**src/rtl/mem_stage.sv**
```systemverilog
// mem_stage: memory stage of the 5-stage MIPS pipeline.
//
// Holds the word-addressed data RAM, resolves the branch decision and
// stretches loads/stores by LAT wait cycles. The stage ends in the MEM/WB
// pipeline register that feeds write-back.
//
// Parameters:
//   DEPTH  data RAM size in 32-bit words (power of two, 4..1024)
//   LAT    extra wait cycles per load/store (0..7, 0 = single-cycle access)
//
// Ports:
//   CLK, RST        clock (rising edge), asynchronous active-high reset
//   regWriteM       register write enable from EX/MEM
//   MemToRegM       load instruction
//   MemWriteM       store instruction
//   BranchM, ZeroM  branch instruction and ALU zero flag
//   ALUOutM         ALU result / byte address
//   WriteDataM      store data
//   WriteRegM       destination register
//   PCSrcM          branch taken (combinational)
//   StallM          memory busy; upstream stages hold while high
//   regWriteW, MemToRegW, ReadDataW, ALUOutW, WriteRegW
//                   MEM/WB register outputs to write-back
module mem_stage #(
    parameter int DEPTH = 64,
    parameter int LAT   = 2
) (
    input  logic        CLK,
    input  logic        RST,
    input  logic        regWriteM,
    input  logic        MemToRegM,
    input  logic        MemWriteM,
    input  logic        BranchM,
    input  logic        ZeroM,
    input  logic [31:0] ALUOutM,
    input  logic [31:0] WriteDataM,
    input  logic [4:0]  WriteRegM,
    output logic        PCSrcM,
    output logic        StallM,
    output logic        regWriteW,
    output logic        MemToRegW,
    output logic [31:0] ReadDataW,
    output logic [31:0] ALUOutW,
    output logic [4:0]  WriteRegW
);

    localparam int         AW     = $clog2(DEPTH);
    localparam logic [2:0] LAT_M1 = (LAT > 0) ? 3'(LAT - 1) : 3'd0;

    typedef enum logic {
        IDLE,
        BUSY
    } state_t;

    state_t      state_q, state_d;
    logic [2:0]  cnt_q, cnt_d;

    logic        reg_write_q, reg_write_d;
    logic        mem_to_reg_q, mem_to_reg_d;
    logic [31:0] read_data_q, read_data_d;
    logic [31:0] alu_out_q, alu_out_d;
    logic [4:0]  write_reg_q, write_reg_d;

    logic [31:0] ram [DEPTH];
    logic [AW-1:0] idx;
    logic        access;
    logic        is_load;
    logic        stall;
    logic        ram_we;

    // Byte address to word index; upper bits drop out so addresses wrap.
    assign idx     = ALUOutM[AW+1:2];
    assign access  = MemToRegM | MemWriteM;
    // A store wins when both load and store are flagged.
    assign is_load = MemToRegM & ~MemWriteM;
    assign PCSrcM  = BranchM & ZeroM;
    assign StallM  = stall;

    // Wait-state sequencer. The first stall cycle is spent in IDLE, so BUSY
    // only needs LAT-1 further stall cycles before the completion cycle.
    always_comb begin
        state_d = state_q;
        cnt_d   = cnt_q;
        stall   = 1'b0;
        case (state_q)
            IDLE: begin
                if (access && (LAT != 0)) begin
                    stall   = 1'b1;
                    cnt_d   = LAT_M1;
                    state_d = BUSY;
                end
            end
            BUSY: begin
                if (cnt_q != 3'd0) begin
                    stall = 1'b1;
                    cnt_d = cnt_q - 3'd1;
                end else begin
                    state_d = IDLE;
                end
            end
            default: state_d = IDLE;
        endcase
    end

    // MEM/WB next values: a stalled cycle inserts a bubble, otherwise the
    // M inputs pass through and a completing load captures RAM data.
    always_comb begin
        reg_write_d  = regWriteM;
        mem_to_reg_d = MemToRegM;
        alu_out_d    = ALUOutM;
        write_reg_d  = WriteRegM;
        read_data_d  = read_data_q;
        if (stall) begin
            reg_write_d  = 1'b0;
            mem_to_reg_d = 1'b0;
            alu_out_d    = alu_out_q;
            write_reg_d  = write_reg_q;
        end else if (access && is_load) begin
            read_data_d = ram[idx];
        end
    end

    // Gating with RST keeps an aborted access from touching the RAM.
    assign ram_we = ~stall & MemWriteM & ~RST;

    always_ff @(posedge CLK or posedge RST) begin
        if (RST) begin
            state_q      <= IDLE;
            cnt_q        <= 3'd0;
            reg_write_q  <= 1'b0;
            mem_to_reg_q <= 1'b0;
            read_data_q  <= 32'd0;
            alu_out_q    <= 32'd0;
            write_reg_q  <= 5'd0;
        end else begin
            state_q      <= state_d;
            cnt_q        <= cnt_d;
            reg_write_q  <= reg_write_d;
            mem_to_reg_q <= mem_to_reg_d;
            read_data_q  <= read_data_d;
            alu_out_q    <= alu_out_d;
            write_reg_q  <= write_reg_d;
        end
    end

    // Data RAM has no reset; contents are undefined until written.
    always_ff @(posedge CLK) begin
        if (ram_we) begin
            ram[idx] <= WriteDataM;
        end
    end

    assign regWriteW = reg_write_q;
    assign MemToRegW = mem_to_reg_q;
    assign ReadDataW = read_data_q;
    assign ALUOutW   = alu_out_q;
    assign WriteRegW = write_reg_q;

endmodule

```
**config.mk**
```make
export PLATFORM = sky130hd
export DESIGN_NAME = mem_stage
export DESIGN_NICKNAME = d
export VERILOG_FILES = /design/src/rtl/mem_stage.sv
export SDC_FILE = /design/constraint.sdc
export NUM_CORES = 2
export LEC_CHECK = 0
export ABC_AREA = 1
export CAP_MARGIN = 20
export CORE_MARGIN = 2
export CORE_UTILIZATION = 50
export CTS_BUF_LIST = sky130_fd_sc_hd__clkbuf_2 sky130_fd_sc_hd__clkbuf_4 sky130_fd_sc_hd__clkbuf_8
export CTS_CLUSTER_DIAMETER = 40
export DETAILED_ROUTE_END_ITERATION = 16
export PLACE_DENSITY_LB_ADDON = 0.15
export SLEW_MARGIN = 30
export SYNTH_ARGS = -nofsm -noshare
export SYNTH_HDL_FRONTEND = slang
export SYNTH_SLANG_ARGS = --single-unit
```
**constraint.sdc**
```tcl
create_clock -name CLK -period 5.1 [get_ports CLK]
set_input_delay 0.765 -clock CLK [delete_from_list [all_inputs] [get_ports CLK]]
set_output_delay 0.765 -clock CLK [all_outputs]
set_load 0.005 [all_outputs]
```
# Word level (Yosys, flattened, before mapping)
# Memory sizes are Yosys's and may differ from the RTL's. A register that Yosys moved wholly into a read port is not among the register bits.
# Index checks and enable logic that the tools add are counted.
# totals
mem_bits_rw	2048
input_bits	76
register_bits	43
memories	1
# memory_table
memory	words	word_bits	read_ports	rd_ports_with_merged_regs	write_ports	line_no	text
ram	64	32	1	1	1	64	logic [31:0] ram [DEPTH];
# op_classes
n_addsub	1
n_mux	10
bitwise	9
n_reduce_logical	4
eq_ne	2
# ops
cell	n
$mux 1	6
$mux 3	2
$pmux 3 s2	1
$and 1x1->1	4
$not 1->1	4
$reduce_and 2->1	2
$reduce_bool 3->1	1
$sub 3x1->3 const B	1
$ne 2x1->1 const B	1
$ne 2x2->1 const B	1
$pmux 1 s2	1
$logic_and 1x1->1	1
$or 1x1->1	1

# Logic depth before layout (Yosys ltp)
# logic_depth
word_depth	8
ltp_mapped	14
ltp_nobuf	12

# Worst setup path before layout
# Ideal clock, no wire load.
# synth_timing
kind	input to register
startpoint	in MemToRegM
endpoint	mem ram[0][0] (enable)
path_slack_ps	1551
t_arrival_ps	3128
cell_stages	7
required_ps	4679
setup_time_ps	421
path_cell_list	inv_1 a21oi_1 nor2_2 inv_1 nor3_2 nand3_1 nor2_1
# synth_between
elab_chain_len	8
# synth_rtl
element	line_no	text
start, declared	31	input logic MemToRegM,
$or 1x1->1	73	assign access = MemToRegM | MemWriteM;
$mux 1	87	if (access && (LAT != 0)) begin
$pmux 1 s2	85	case (state_q)
$not 1->1 (no source line)	-	
$and 1x1->1 (2 in a row)	124	assign ram_we = ~stall & MemWriteM & ~RST;
$mux 1	148	if (ram_we) begin
$mux 1 (not written as such)	149	ram[idx] <= WriteDataM;
end, declared	64	
# Every way passes these cells.

# Worst setup path in the final report
# layout_timing
startpoint	reg cnt_q[0]
endpoint	out StallM
# layout_between
elab_chain_len	3
# layout_rtl
element	line_no	text
start, declared	56	logic [2:0] cnt_q, cnt_d;
start signal, assigned	137	cnt_q <= cnt_d;
$reduce_bool 3->1	94	if (cnt_q != 3'd0) begin
$mux 1	94	
$pmux 1 s2	85	
end, declared	39	output logic StallM,
# Every way passes these cells.

==> results.md <==
- HPWL reported at the end of detailed placement: 154 mm
- Internal power: 29.4 mW
- Normalized max-slew margin: 0.344
- Post-synthesis mux area share: 0
- Yosys cell types: 30
- Max_cap viols: 0
- DR WL/cell: 23.5 microns
- Post-synth top area share: 0.688
- Synth cell count leaders: nand2_1, edfxtp_1, inv_1
- Startpoint class of the critical path: flop
- Latest clock arrival within the worst-skew pair: 1.08 ns
- Detailed-route DRC error count: 0
- Clock Tree Buf Depth: 4
- TritonCTS Sinks: 2123
- Status: finished, final reports clean
- Reg2reg end: ram[6][17]
- Syn nets: 8247
- Ys flop type: edfxtp_1
- Rows: 155
- Clock share of power: 0.403
- Reg-to-reg startpoint: cnt_q[0]
- First-pass GRT wire length: 379 mm
- Combinational power share: 0.086
- Synth area leader: edfxtp_1
- Ys Warns: 0
- Final setup violation count: 0
- Simple-gate share of the synthesized area: 0.167
- Number of global-route vias before repair: 56066
- Setup TNS: 0 ns
- Fin Clk Skew: 0.0801 ns
- EDFF count, synth: 2048
- Initial DRC Count: 6778
- # H-tree levels: 5
- Final max-slew violation count: 0
- Switch share: 0.243
- Most frequent cell after synthesis: nand2_1
- TritonCTS clock tree: yes
- Share of cells above drive strength 1: 0.119
- # Post-CTS Setup Buffers: 0
- Hold crit path type: input pin to flop
- Antenna violations before repair: 16
- Port Buffers: 148
- PwrDens: 381 nW/um^2
- Final Cycle Share: 0.855
- Xor/xnor share of the synthesized area: 0
- Post-synth ARST share: 0.0353
- Die W: 427 microns
- Main area contributors after synthesis: edfxtp_1, nand2_1, inv_1, nand3_1, nor2_1
- Area of the die: 182000 sq um
- IO Count: 149
- Sequential power share: 0.512
- Clock root buffer: clkbuf_8
- Final wirelength: 262 mm
- Mapped Area: 89400 sq um
- Global placer's final weighted congestion: 0.900
- Area growth syn-to-layout: 13.9%
- RSZ-0062 raised after global routing: false
- CP Capture Type: primary output
- Nets: 8633
- Gr usage total: 0.288
- Leakage power: 42.4 nW
- Sw Pwr: 9.41 mW
- Post-synthesis register bit count: 2123
- CP max FO: 49
- Cell count of the worst reg-to-reg path: 12
- Synth Instances: 8169
- Total number of vias: 58969
- FF-to-FF setup slack: 1.49 ns
- Synth Area per Inst: 10.9 sq um
- CP endpoint: StallM
- Core Footprint: 178000 sq um
- Filler Cell Count: 14937
- Grt total ovfl: 0
- Adder-cell area share of the yosys netlist: 0.000280
- Die H: 427 microns
- Vias per cell: 5.28
- Seq/Total Area, Yosys: 0.709
- CTS Buf Count: 376
- Dpl cell area: 94500 sq um
- WP data required: 4.34 ns
- Largest net degree at the start of global routing: 160
- Starting Density: 0.502
- Antenna-violating nets left: 0
- Detailed Routing Iterations Pass 1: 8
- CP arrival: 3.59 ns
- Minimum clock period: 4.36 ns
- Worst setup startpoint: cnt_q[0]
- Post-route cell area: 102000 sq um
- Largest family of logic cells by synthesized area: simple AND/OR/NAND/NOR gates
- Fmax achieved: 229 MHz
- Synth Area in Compound Gates: 0.0391
- VDD IR-drop max: 0.321 mV
- Least-Margin Pin Slew: 0.983 ns
- Clock transition at path regs: 0.06 ns
- Fin. Hold Viols: 0
- Worst Path Class, Setup: flop to primary output
-- per-stage QoR --
step | total power, mW | utilization | std cells | hold WS [ns] | setup slack, ns
finish | 38.8 | 0.572 | 11176 | 0.136 | 0.741
global route | 40.0 | 0.572 | 11176 | 0.0937 | 0.499
CTS | 39.0 | 0.572 | 11174 | 0.0336 | 0.607
detailed placement | 23.5 | 0.531 | 10531 | 0.457 | 0.943
global placement | 23.5 | 0.531 | 10530 | 0.455 | 0.978
floorplan | 21.5 | - | 8169 | 0.465 | 1.55
-- state kept, by name, summed over array words and instances, names as in the netlist --
name,count
cnt_q,3
ram,2048
ReadDataW,32
regWriteW,1
ALUOutW,32
MemToRegW,1
state_q,1
WriteRegW,5
-- layer usage --
layer | track usage | vias up | share of wire
met5 | 0 | - | 0
met4 | 0.122 | 0 | 0.043
met3 | 0.0491 | 451 | 0.080
met2 | 0.464 | 2447 | 0.47
met1 | 0.387 | 28754 | 0.40
li1 | - | 27317 | -
-- layout make-up --
type	count	area, sq um	area share
Antenna cell	2	5.00	0.0000492
Clock buffer	502	6200	0.0609
Clock inverter	140	1070	0.0106
Inverter	1470	5550	0.0545
Multi-Input combinational cell	4198	19000	0.186
Sequential cell	2123	63400	0.622
Tap cell	2355	2950	0.0289
Timing Repair Buffer	386	3710	0.0364
-- critical path: stages, from the launching register on --
cell             delay [ns]
dfrtp_1                0.33
inv_1                  0.06
ha_1                   0.20
ha_1                   0.17
nor2_1                 0.22
nor2_2                 0.06
buf_4                  0.23
inv_2                  0.10
buf_4                  0.54
clkdlybuf4s50_1        0.62
-- layout by cell type, fill, tap and decap left out, drive strengths merged --
cell	netlist	routed
ha	2	2
buf	322	270
nor2	659	659
or2	135	135
clkbuf	56	502
o211ai	281	281
nand2	2209	2209
o21ai	269	269
nand3	628	628
dlygate4sd3	0	1
inv	1470	1473
o22ai	2	2
clkinvlp	0	10
clkinv	0	110
edfxtp	2048	2048
a21oi	4	4
clkdlybuf4s50	0	115
nor3	9	9
bufinv	0	17
diode	0	2
dfrtp	75	75
-- kinds of logic (layout without fill, tap and decap cells) --
kind of cell / after synthesis / after routing
simple gates: 3640 / 3640
other cells: 0 / 2
flops: 2123 / 2123
fa+ha+maj: 2 / 2
buf+inv: 1848 / 2498
compound gates: 556 / 556
-- power groups by stage --
stage / registers, mW / logic [mW] / clock network, mW
after floorplan: 20.0 / 1.55 / 0
after global placement: 20.2 / 3.31 / 0
after detailed placement: 20.2 / 3.33 / 0
after CTS: 19.8 / 3.34 / 15.8
after global routing: 19.8 / 3.62 / 16.6
final: 19.8 / 3.33 / 15.6
-- how the worst min path moves through the flow --
stage                         startpoint          end  slack [ns]  depth (start not counted)
final                      WriteDataM[2]   ram[24][2]        0.14                          1
after global routing      WriteDataM[17]  ram[14][17]        0.09                          1
after CTS                  WriteDataM[2]   ram[24][2]        0.03                          1
after detailed placement     ALUOutW[11]  ALUOutW[11]        0.46                          2
after global placement        ALUOutW[8]   ALUOutW[8]        0.46                          2
after floorplan               ALUOutW[0]   ALUOutW[0]        0.47                          2
-- what timing repair did --
item | CTS | global route
hold buffers | 1 | 0
hold endpoints to repair | 1 | 0
resized for setup | 0 | 0
(Power assumes the default switching activity.)
